### src/rtl/motion_pkg.sv
// Shared types and record layout for the segment stepper.
package motion_pkg;

    localparam int unsigned MaxAxes     = 4;
    localparam int unsigned RecordBytes = 16;
    localparam int unsigned FieldW      = 16;
    localparam int unsigned DirW        = 4;

    localparam int unsigned ByteTicks  = 0;
    localparam int unsigned BytePeriod = 2;
    localparam int unsigned ByteAxis   = 4;
    localparam int unsigned ByteDir    = 12;
    // Everything above the dir nibble is reserved.
    localparam int unsigned UsedBits   = 8 * ByteDir + DirW;

    typedef enum logic [1:0] {IDLE, SETUP, RUN, DONE} state_t;

    typedef struct packed {
        logic [DirW-1:0]                dir;
        logic [MaxAxes-1:0][FieldW-1:0] axis;
        logic [FieldW-1:0]              period;
        logic [FieldW-1:0]              ticks;
    } motion_record_t;

    function automatic motion_record_t unpack_record(input logic [UsedBits-1:0] raw);
        motion_record_t r;
        r.ticks  = raw[8*ByteTicks +: FieldW];
        r.period = raw[8*BytePeriod +: FieldW];
        for (int i = 0; i < MaxAxes; i++) begin
            r.axis[i] = raw[8*ByteAxis + i*FieldW +: FieldW];
        end
        r.dir = raw[8*ByteDir +: DirW];
        return r;
    endfunction

endpackage

### src/rtl/step_pulse_gen.sv
// Stretches a one-cycle fire strobe into a registered step pulse PulseWidth cycles wide.
module step_pulse_gen #(
    parameter int unsigned PulseWidth = 8
) (
    input  logic clk,
    input  logic reset,
    input  logic fire,
    output logic step,
    output logic active
);

    localparam int unsigned CntW = $clog2(PulseWidth + 1);

    logic [CntW-1:0] cnt_q, cnt_d;
    logic            step_q, step_d;

    always_comb begin
        cnt_d  = cnt_q;
        step_d = step_q;
        if (fire) begin
            step_d = 1'b1;
            cnt_d  = CntW'(PulseWidth - 1);
        end else if (cnt_q != '0) begin
            cnt_d = cnt_q - CntW'(1);
        end else begin
            step_d = 1'b0;
        end
    end

    always_ff @(posedge clk) begin
        if (reset) begin
            cnt_q  <= '0;
            step_q <= 1'b0;
        end else begin
            cnt_q  <= cnt_d;
            step_q <= step_d;
        end
    end

    assign step   = step_q;
    assign active = step_q;

endmodule

### src/rtl/segment_stepper.sv
// Dequeues 16-byte motion records and executes them as a multi-axis DDA driving step/dir pins.
// Define STEP_POSITION_EN to add per-axis signed 32-bit position counters.
module segment_stepper
    import motion_pkg::*;
#(
    parameter int unsigned NumAxes    = 4,
    parameter int unsigned PulseWidth = 8,
    parameter int unsigned DirSetup   = 16,
    parameter int unsigned RecordBits = 128
) (
    input  logic                  clk,
    input  logic                  reset,
    input  logic                  enable,
    input  logic                  fifo_empty,
    input  logic [RecordBits-1:0] fifo_data,
    output logic                  fifo_read_en,
    output logic [NumAxes-1:0]    step,
    output logic [NumAxes-1:0]    dir,
    output logic                  busy,
    output logic                  segment_done,
    output logic                  clamp_err
`ifdef STEP_POSITION_EN
    ,
    output logic [NumAxes*32-1:0] position
`endif
);

    localparam int unsigned SetupW  = $clog2(DirSetup + 1);
    localparam logic [16:0] PeffMin = 17'(2 * PulseWidth);

    state_t                     state_q, state_d;
    logic [15:0]                n_q, n_d;
    logic [16:0]                peff_q, peff_d;
    logic [NumAxes-1:0][15:0]   axis_q, axis_d;
    logic [NumAxes-1:0][16:0]   err_q, err_d;
    logic [NumAxes-1:0]         dir_q, dir_d;
    logic [SetupW-1:0]          setup_cnt_q, setup_cnt_d;
    logic [16:0]                period_cnt_q, period_cnt_d;
    logic [15:0]                tick_cnt_q, tick_cnt_d;
    logic                       clamp_q, clamp_d;

    logic [NumAxes-1:0][16:0]   sum;
    logic [NumAxes-1:0]         fire;
    logic [NumAxes-1:0]         pulse_active;
    logic                       tick;
    motion_record_t             rec;
    logic                       unused_rsvd;

    assign rec         = unpack_record(fifo_data[UsedBits-1:0]);
    assign unused_rsvd = ^fifo_data[RecordBits-1:UsedBits];

    always_comb begin
        state_d      = state_q;
        n_d          = n_q;
        peff_d       = peff_q;
        axis_d       = axis_q;
        err_d        = err_q;
        dir_d        = dir_q;
        setup_cnt_d  = setup_cnt_q;
        period_cnt_d = period_cnt_q;
        tick_cnt_d   = tick_cnt_q;
        clamp_d      = clamp_q;
        fire         = '0;
        tick         = 1'b0;
        for (int i = 0; i < NumAxes; i++) begin
            sum[i] = err_q[i] + {1'b0, axis_q[i]};
        end
        fifo_read_en = (state_q == IDLE) && enable && !fifo_empty && !reset;

        unique case (state_q)
            IDLE: begin
                if (fifo_read_en) begin
                    n_d    = rec.ticks;
                    peff_d = ({1'b0, rec.period} > PeffMin) ? {1'b0, rec.period} : PeffMin;
                    for (int i = 0; i < NumAxes; i++) begin
                        if (rec.axis[i] > rec.ticks) begin
                            axis_d[i] = rec.ticks;
                            clamp_d   = 1'b1;
                        end else begin
                            axis_d[i] = rec.axis[i];
                        end
                        err_d[i] = {2'b00, rec.ticks[15:1]};
                    end
                    // dir is loaded here so it is already valid in the first SETUP cycle.
                    dir_d        = rec.dir[NumAxes-1:0];
                    setup_cnt_d  = '0;
                    period_cnt_d = '0;
                    tick_cnt_d   = '0;
                    state_d      = SETUP;
                end
            end
            SETUP: begin
                if (setup_cnt_q == SetupW'(DirSetup - 1)) begin
                    period_cnt_d = '0;
                    state_d      = (n_q == 16'd0) ? DONE : RUN;
                end else begin
                    setup_cnt_d = setup_cnt_q + SetupW'(1);
                end
            end
            RUN: begin
                if (enable) begin
                    if (period_cnt_q == peff_q - 17'd1) begin
                        period_cnt_d = '0;
                        tick         = (tick_cnt_q != n_q);
                    end else begin
                        period_cnt_d = period_cnt_q + 17'd1;
                    end
                end
                if (tick) begin
                    tick_cnt_d = tick_cnt_q + 16'd1;
                    for (int i = 0; i < NumAxes; i++) begin
                        if (sum[i] >= {1'b0, n_q}) begin
                            fire[i]  = 1'b1;
                            err_d[i] = sum[i] - {1'b0, n_q};
                        end else begin
                            err_d[i] = sum[i];
                        end
                    end
                end
                if ((tick_cnt_q == n_q) && !(|pulse_active)) begin
                    state_d = DONE;
                end
            end
            DONE:    state_d = IDLE;
            default: state_d = IDLE;
        endcase
    end

    always_ff @(posedge clk) begin
        if (reset) begin
            state_q      <= IDLE;
            n_q          <= '0;
            peff_q       <= '0;
            axis_q       <= '0;
            err_q        <= '0;
            dir_q        <= '0;
            setup_cnt_q  <= '0;
            period_cnt_q <= '0;
            tick_cnt_q   <= '0;
            clamp_q      <= 1'b0;
        end else begin
            state_q      <= state_d;
            n_q          <= n_d;
            peff_q       <= peff_d;
            axis_q       <= axis_d;
            err_q        <= err_d;
            dir_q        <= dir_d;
            setup_cnt_q  <= setup_cnt_d;
            period_cnt_q <= period_cnt_d;
            tick_cnt_q   <= tick_cnt_d;
            clamp_q      <= clamp_d;
        end
    end

    for (genvar g = 0; g < NumAxes; g++) begin : g_axis
        step_pulse_gen #(
            .PulseWidth(PulseWidth)
        ) u_pulse (
            .clk   (clk),
            .reset (reset),
            .fire  (fire[g]),
            .step  (step[g]),
            .active(pulse_active[g])
        );
    end

`ifdef STEP_POSITION_EN
    logic [NumAxes-1:0][31:0] pos_q;

    // Updates on the same edge the step pin rises.
    always_ff @(posedge clk) begin
        if (reset) begin
            pos_q <= '0;
        end else begin
            for (int i = 0; i < NumAxes; i++) begin
                if (fire[i]) begin
                    pos_q[i] <= dir_q[i] ? pos_q[i] + 32'd1 : pos_q[i] - 32'd1;
                end
            end
        end
    end

    assign position = pos_q;
`endif

    assign dir          = dir_q;
    assign busy         = (state_q != IDLE);
    assign segment_done = (state_q == DONE);
    assign clamp_err    = clamp_q;

endmodule

### config.mk
export PLATFORM = sky130hd
export DESIGN_NAME = segment_stepper
export DESIGN_NICKNAME = d
export VERILOG_FILES = /design/src/rtl/motion_pkg.sv /design/src/rtl/step_pulse_gen.sv /design/src/rtl/segment_stepper.sv
export SDC_FILE = /design/constraint.sdc
export NUM_CORES = 1
export LEC_CHECK = 0
export CAP_MARGIN = 20
export CORE_AREA = 4 4 187 235
export DETAILED_ROUTE_END_ITERATION = 8
export DIE_AREA = 0 0 191 239
export MAX_ROUTING_LAYER = met4
export PLACE_DENSITY = 0.67
export SYNTH_ARGS = -nofsm -noshare
export SYNTH_HDL_FRONTEND = slang
export SYNTH_SLANG_ARGS = --single-unit
### constraint.sdc
create_clock -name clk -period 4.2 [get_ports clk]
set_input_delay 1.26 -clock clk [delete_from_list [all_inputs] [get_ports clk]]
set_output_delay 1.26 -clock clk [all_outputs]
set_load 0.02 [all_outputs]
==> flow_metrics.env <==
export IMPL_status="finished with violations"
export IMPL_violations="negative setup slack"
export IMPL_max_freq_mhz=226
export IMPL_layout_nets=2883
export IMPL_gp_congestion=1.00
export IMPL_finalSetupTns_ns=-3.23
export IMPL_rows=84
export IMPL_netlist_top_cells_area="dfxtp_1 25%, ha_1 14%, a21oi_1 4.8%"
export IMPL_synth_top_cell_area_share=0.246
export IMPL_crit_required_ns=4.66
export IMPL_ys_seq_elements=229
export IMPL_num_io_pins=144
export IMPL_hold_viol_final=0
export IMPL_p_sw_mw=5.58
export IMPL_antenna_found_initial=5
export IMPL_intPower_mw=7.71
export IMPL_worst_path_buf_inv=1
export IMPL_synth_cell_types=92
export IMPL_drt_iter0_drc=1108
export IMPL_path_cells="ha_4, fa_2, a211o_4, a2111oi_4, nor4_2, a2111oi_2, o21bai_1, a21oi_2, xnor2_2, ha_1, and3_4, and2_4, a21oi_4, nor2b_4, mux2i_4, nand2b_4, buf_4, mux2_4, a221o_1"
export IMPL_synth_most_common_cell="dfxtp_1"
export IMPL_n_fill_cell=3840
export IMPL_setup_ws_ns=-0.216
export IMPL_wl_per_cell_um=22.2
export IMPL_p_total_mw=13.3
export IMPL_yosysSeqAreaShare=0.246
export IMPL_grt_first_pass_wirelength_um=104000
export IMPL_path_clk_slew_ns=0.06
export IMPL_holdWs_ns=0.456
export IMPL_grt_pass1_vias=18600
export IMPL_critPathTopFamily="compound AO/OA/AOI/OAI gates"
export IMPL_drc=0
export IMPL_crit_slowest_cell="a2111oi_4"
export IMPL_tightest_slew_ns=1.07
export IMPL_cts_path_max_buffers=3
export IMPL_peakVddDrop_mv=0.486
export IMPL_wirelength_um=69300
export IMPL_numPortBuffers=115
export IMPL_vias_per_cell=6.03
export IMPL_ctsHtreeMaxLevel=1
export IMPL_place_ws_ns=-0.504
export IMPL_maxCapViolCount=0
export IMPL_numCtsBuffers=28
export IMPL_synthTopCellsByCount="229 x dfxtp_1, 209 x ha_1, 207 x nand2_1"
export IMPL_syn_nets=2633
export IMPL_setup_viol=30
export IMPL_clk_latency_ns=0.58
export IMPL_layout_drive_gt1_share=0.166
export IMPL_core_area_sq_um=41700
export IMPL_dpl_hpwl_um=51900
export IMPL_dr_pass1_iters=5
export IMPL_netlist_instances=2284
export IMPL_synth_area_sq_um=18600
export IMPL_path_class="flop to flop"
export IMPL_via_count=18800
export IMPL_yosysWarnings=0
export IMPL_antenna_left=0
export IMPL_die_x_um=191
export IMPL_fin_skew_ns=0.0169
export IMPL_cts_tree="done"
export IMPL_syn_avg_cell_area_sq_um=8.14
export IMPL_period_share=1.05
export IMPL_die_area_sq_um=45600
export IMPL_crit_fanout=3
export IMPL_finalCriticalPeriod_ns=4.42
export IMPL_power_density_nw_per_um2=566
export IMPL_yosys_area_top_type="dfxtp_1"
export IMPL_synth_edff_count=0
export IMPL_rsz0062_at_grt="yes"
export IMPL_hold_path_class="flop to flop"
export IMPL_clock_sinks=229
export IMPL_critPathMaxStageDelay_ns=0.37
export IMPL_cts_hold_buf=0
export IMPL_worst_setup_path_start_kind="flop"
export IMPL_p_leak_nw=9.93
export IMPL_end_kind="flop"
export IMPL_critPathArrivalTime_ns=4.87
export IMPL_grt_max_degree=147
export IMPL_syn_to_final_growth_pct=26.3
export IMPL_slew_headroom=0.284
export IMPL_maxSlewViolCount=0
export IMPL_power_clock_fraction=0.197
export IMPL_root_buffer="clkbuf_16"
export IMPL_synthFlopType="dfxtp_1"
export IMPL_track_usage=0.301
export IMPL_seqPwrFrac=0.206
export IMPL_initial_core_util=0.446
export IMPL_sw_frac_of_total=0.420
export IMPL_gr_total_overflow=0
export IMPL_utilization=0.563
export IMPL_ys_async_sr_fraction=0
export IMPL_combPwrFrac=0.597
export IMPL_die_y_um=239
-- metrics by stage --
step | instances | cell area, sq um
after floorplan | 2284 | 18600
after global placement | 3022 | 21400
after detailed placement | 3022 | 21400
after CTS | 3090 | 22800
after global routing | 3117 | 23500
final | 3119 | 23500
-- final timing paths --
path                                               from                               endpoint  cells past startpoint  slack [ns]
setup reg to reg                 axis_q[0]$_SDFFE_PP0P_                 err_q[14]$_SDFFE_PP0P_                     19       -0.22
hold reg to reg   g_axis[1].u_pulse.active$_SDFFE_PP0P_  g_axis[1].u_pulse.active$_SDFFE_PP0P_                      2        0.46
setup / recovery                 axis_q[0]$_SDFFE_PP0P_                 err_q[14]$_SDFFE_PP0P_                     19       -0.22
hold / removal    g_axis[1].u_pulse.active$_SDFFE_PP0P_  g_axis[1].u_pulse.active$_SDFFE_PP0P_                      2        0.46
-- power by group through the flow --
stage	clock network, mW	logic (mW)	registers [mW]
final	2.62	7.93	2.74
after global routing	2.73	8.61	2.77
after CTS	2.64	7.14	2.73
after detailed placement	0	6.60	2.77
after global placement	0	6.47	2.77
after floorplan	0	4.58	2.66
-- flip-flops by register name, indices dropped and copies added (netlist names) --
signal,flops
g_axis.u_pulse.active,4
tick_cnt_q,16
setup_cnt_q,5
dir,4
state_q,2
period_cnt_q,17
clamp_err,1
axis_q,64
peff_q,16
err_q,68
n_q,16
g_axis.u_pulse.cnt_q,16
-- final cells by class --
| class | instances | area [sq um] | share of cell area |
|---|---|---|---|
| Timing Repair Buffer | 320 | 2940 | 0.125 |
| Sequential cell | 229 | 4600 | 0.196 |
| Antenna cell | 7 | 17.5 | 0.000746 |
| Clock buffer | 37 | 786 | 0.0335 |
| Inverter | 89 | 334 | 0.0142 |
| Multi-Input combinational cell | 1866 | 13900 | 0.593 |
| Tap cell | 559 | 699 | 0.0298 |
| Clock inverter | 12 | 193 | 0.00820 |
-- worst reg2reg max path: stages, from the launching register on --
cell       delay [ns]
dfxtp_2          0.34
ha_4             0.16
fa_2             0.35
a211o_4          0.36
a2111oi_4        0.38
nor4_2           0.09
a2111oi_2        0.29
o21bai_1         0.13
a21oi_2          0.18
xnor2_2          0.15
ha_1             0.28
and3_4           0.16
and2_4           0.15
a21oi_4          0.12
nor2b_4          0.19
mux2i_4          0.09
nand2b_4         0.16
buf_4            0.14
mux2_4           0.29
a221o_1          0.29
-- logic make-up (layout without fill, tap and decap cells) --
family                     count (synthesis)  after routing  synth area share
adders and majority gates                217            217             0.149
xor gates and xnor gates                 154            154            0.0729
buffers and inverters                    189            458            0.0437
and+or+nand+nor                          720            720             0.187
AOI/OAI and AO/OA                        690            690             0.254
DFF                                      229            229             0.246
other                                      0              7                 0
muxes                                     85             85            0.0461
-- timing repair --
action,4_1_cts,5_1_grt
resized for setup,73,122
buffers inserted,19,21
pin swaps,45,89
hold endpoints to repair,0,0
setup endpoints to repair,79,85
gates cloned,1,3
-- metal layers --
layer | global-route usage | vias up | part of all wire | wire length, um
li1 | - | 8970 | - | -
met1 | 0.320 | 8930 | 0.37 | 25300
met2 | 0.504 | 631 | 0.48 | 32900
met3 | 0.0650 | 276 | 0.075 | 5160
met4 | 0.199 | 0 | 0.084 | 5820
met5 | - | - | 0 | 0
-- placed cells by master (no fill, tap or decap), drive strengths merged, types with 28 or more instances in the layout --
| master | n |
|---|---|
| or3 | 31 |
| dfxtp | 229 |
| clkbuf | 39 |
| ha | 209 |
| nand4 | 28 |
| nand2 | 209 |
| nand3 | 56 |
| nor2 | 204 |
| a21o | 47 |
| buf | 204 |
| inv | 88 |
| o21ai | 116 |
| clkdlybuf4s50 | 113 |
| a21oi | 179 |
| mux2i | 82 |
| xor2 | 69 |
| a211oi | 98 |
| nor3 | 61 |
| o21a | 36 |
| xnor2 | 85 |
| o211ai | 37 |
Power figures use the tool's default switching activity.
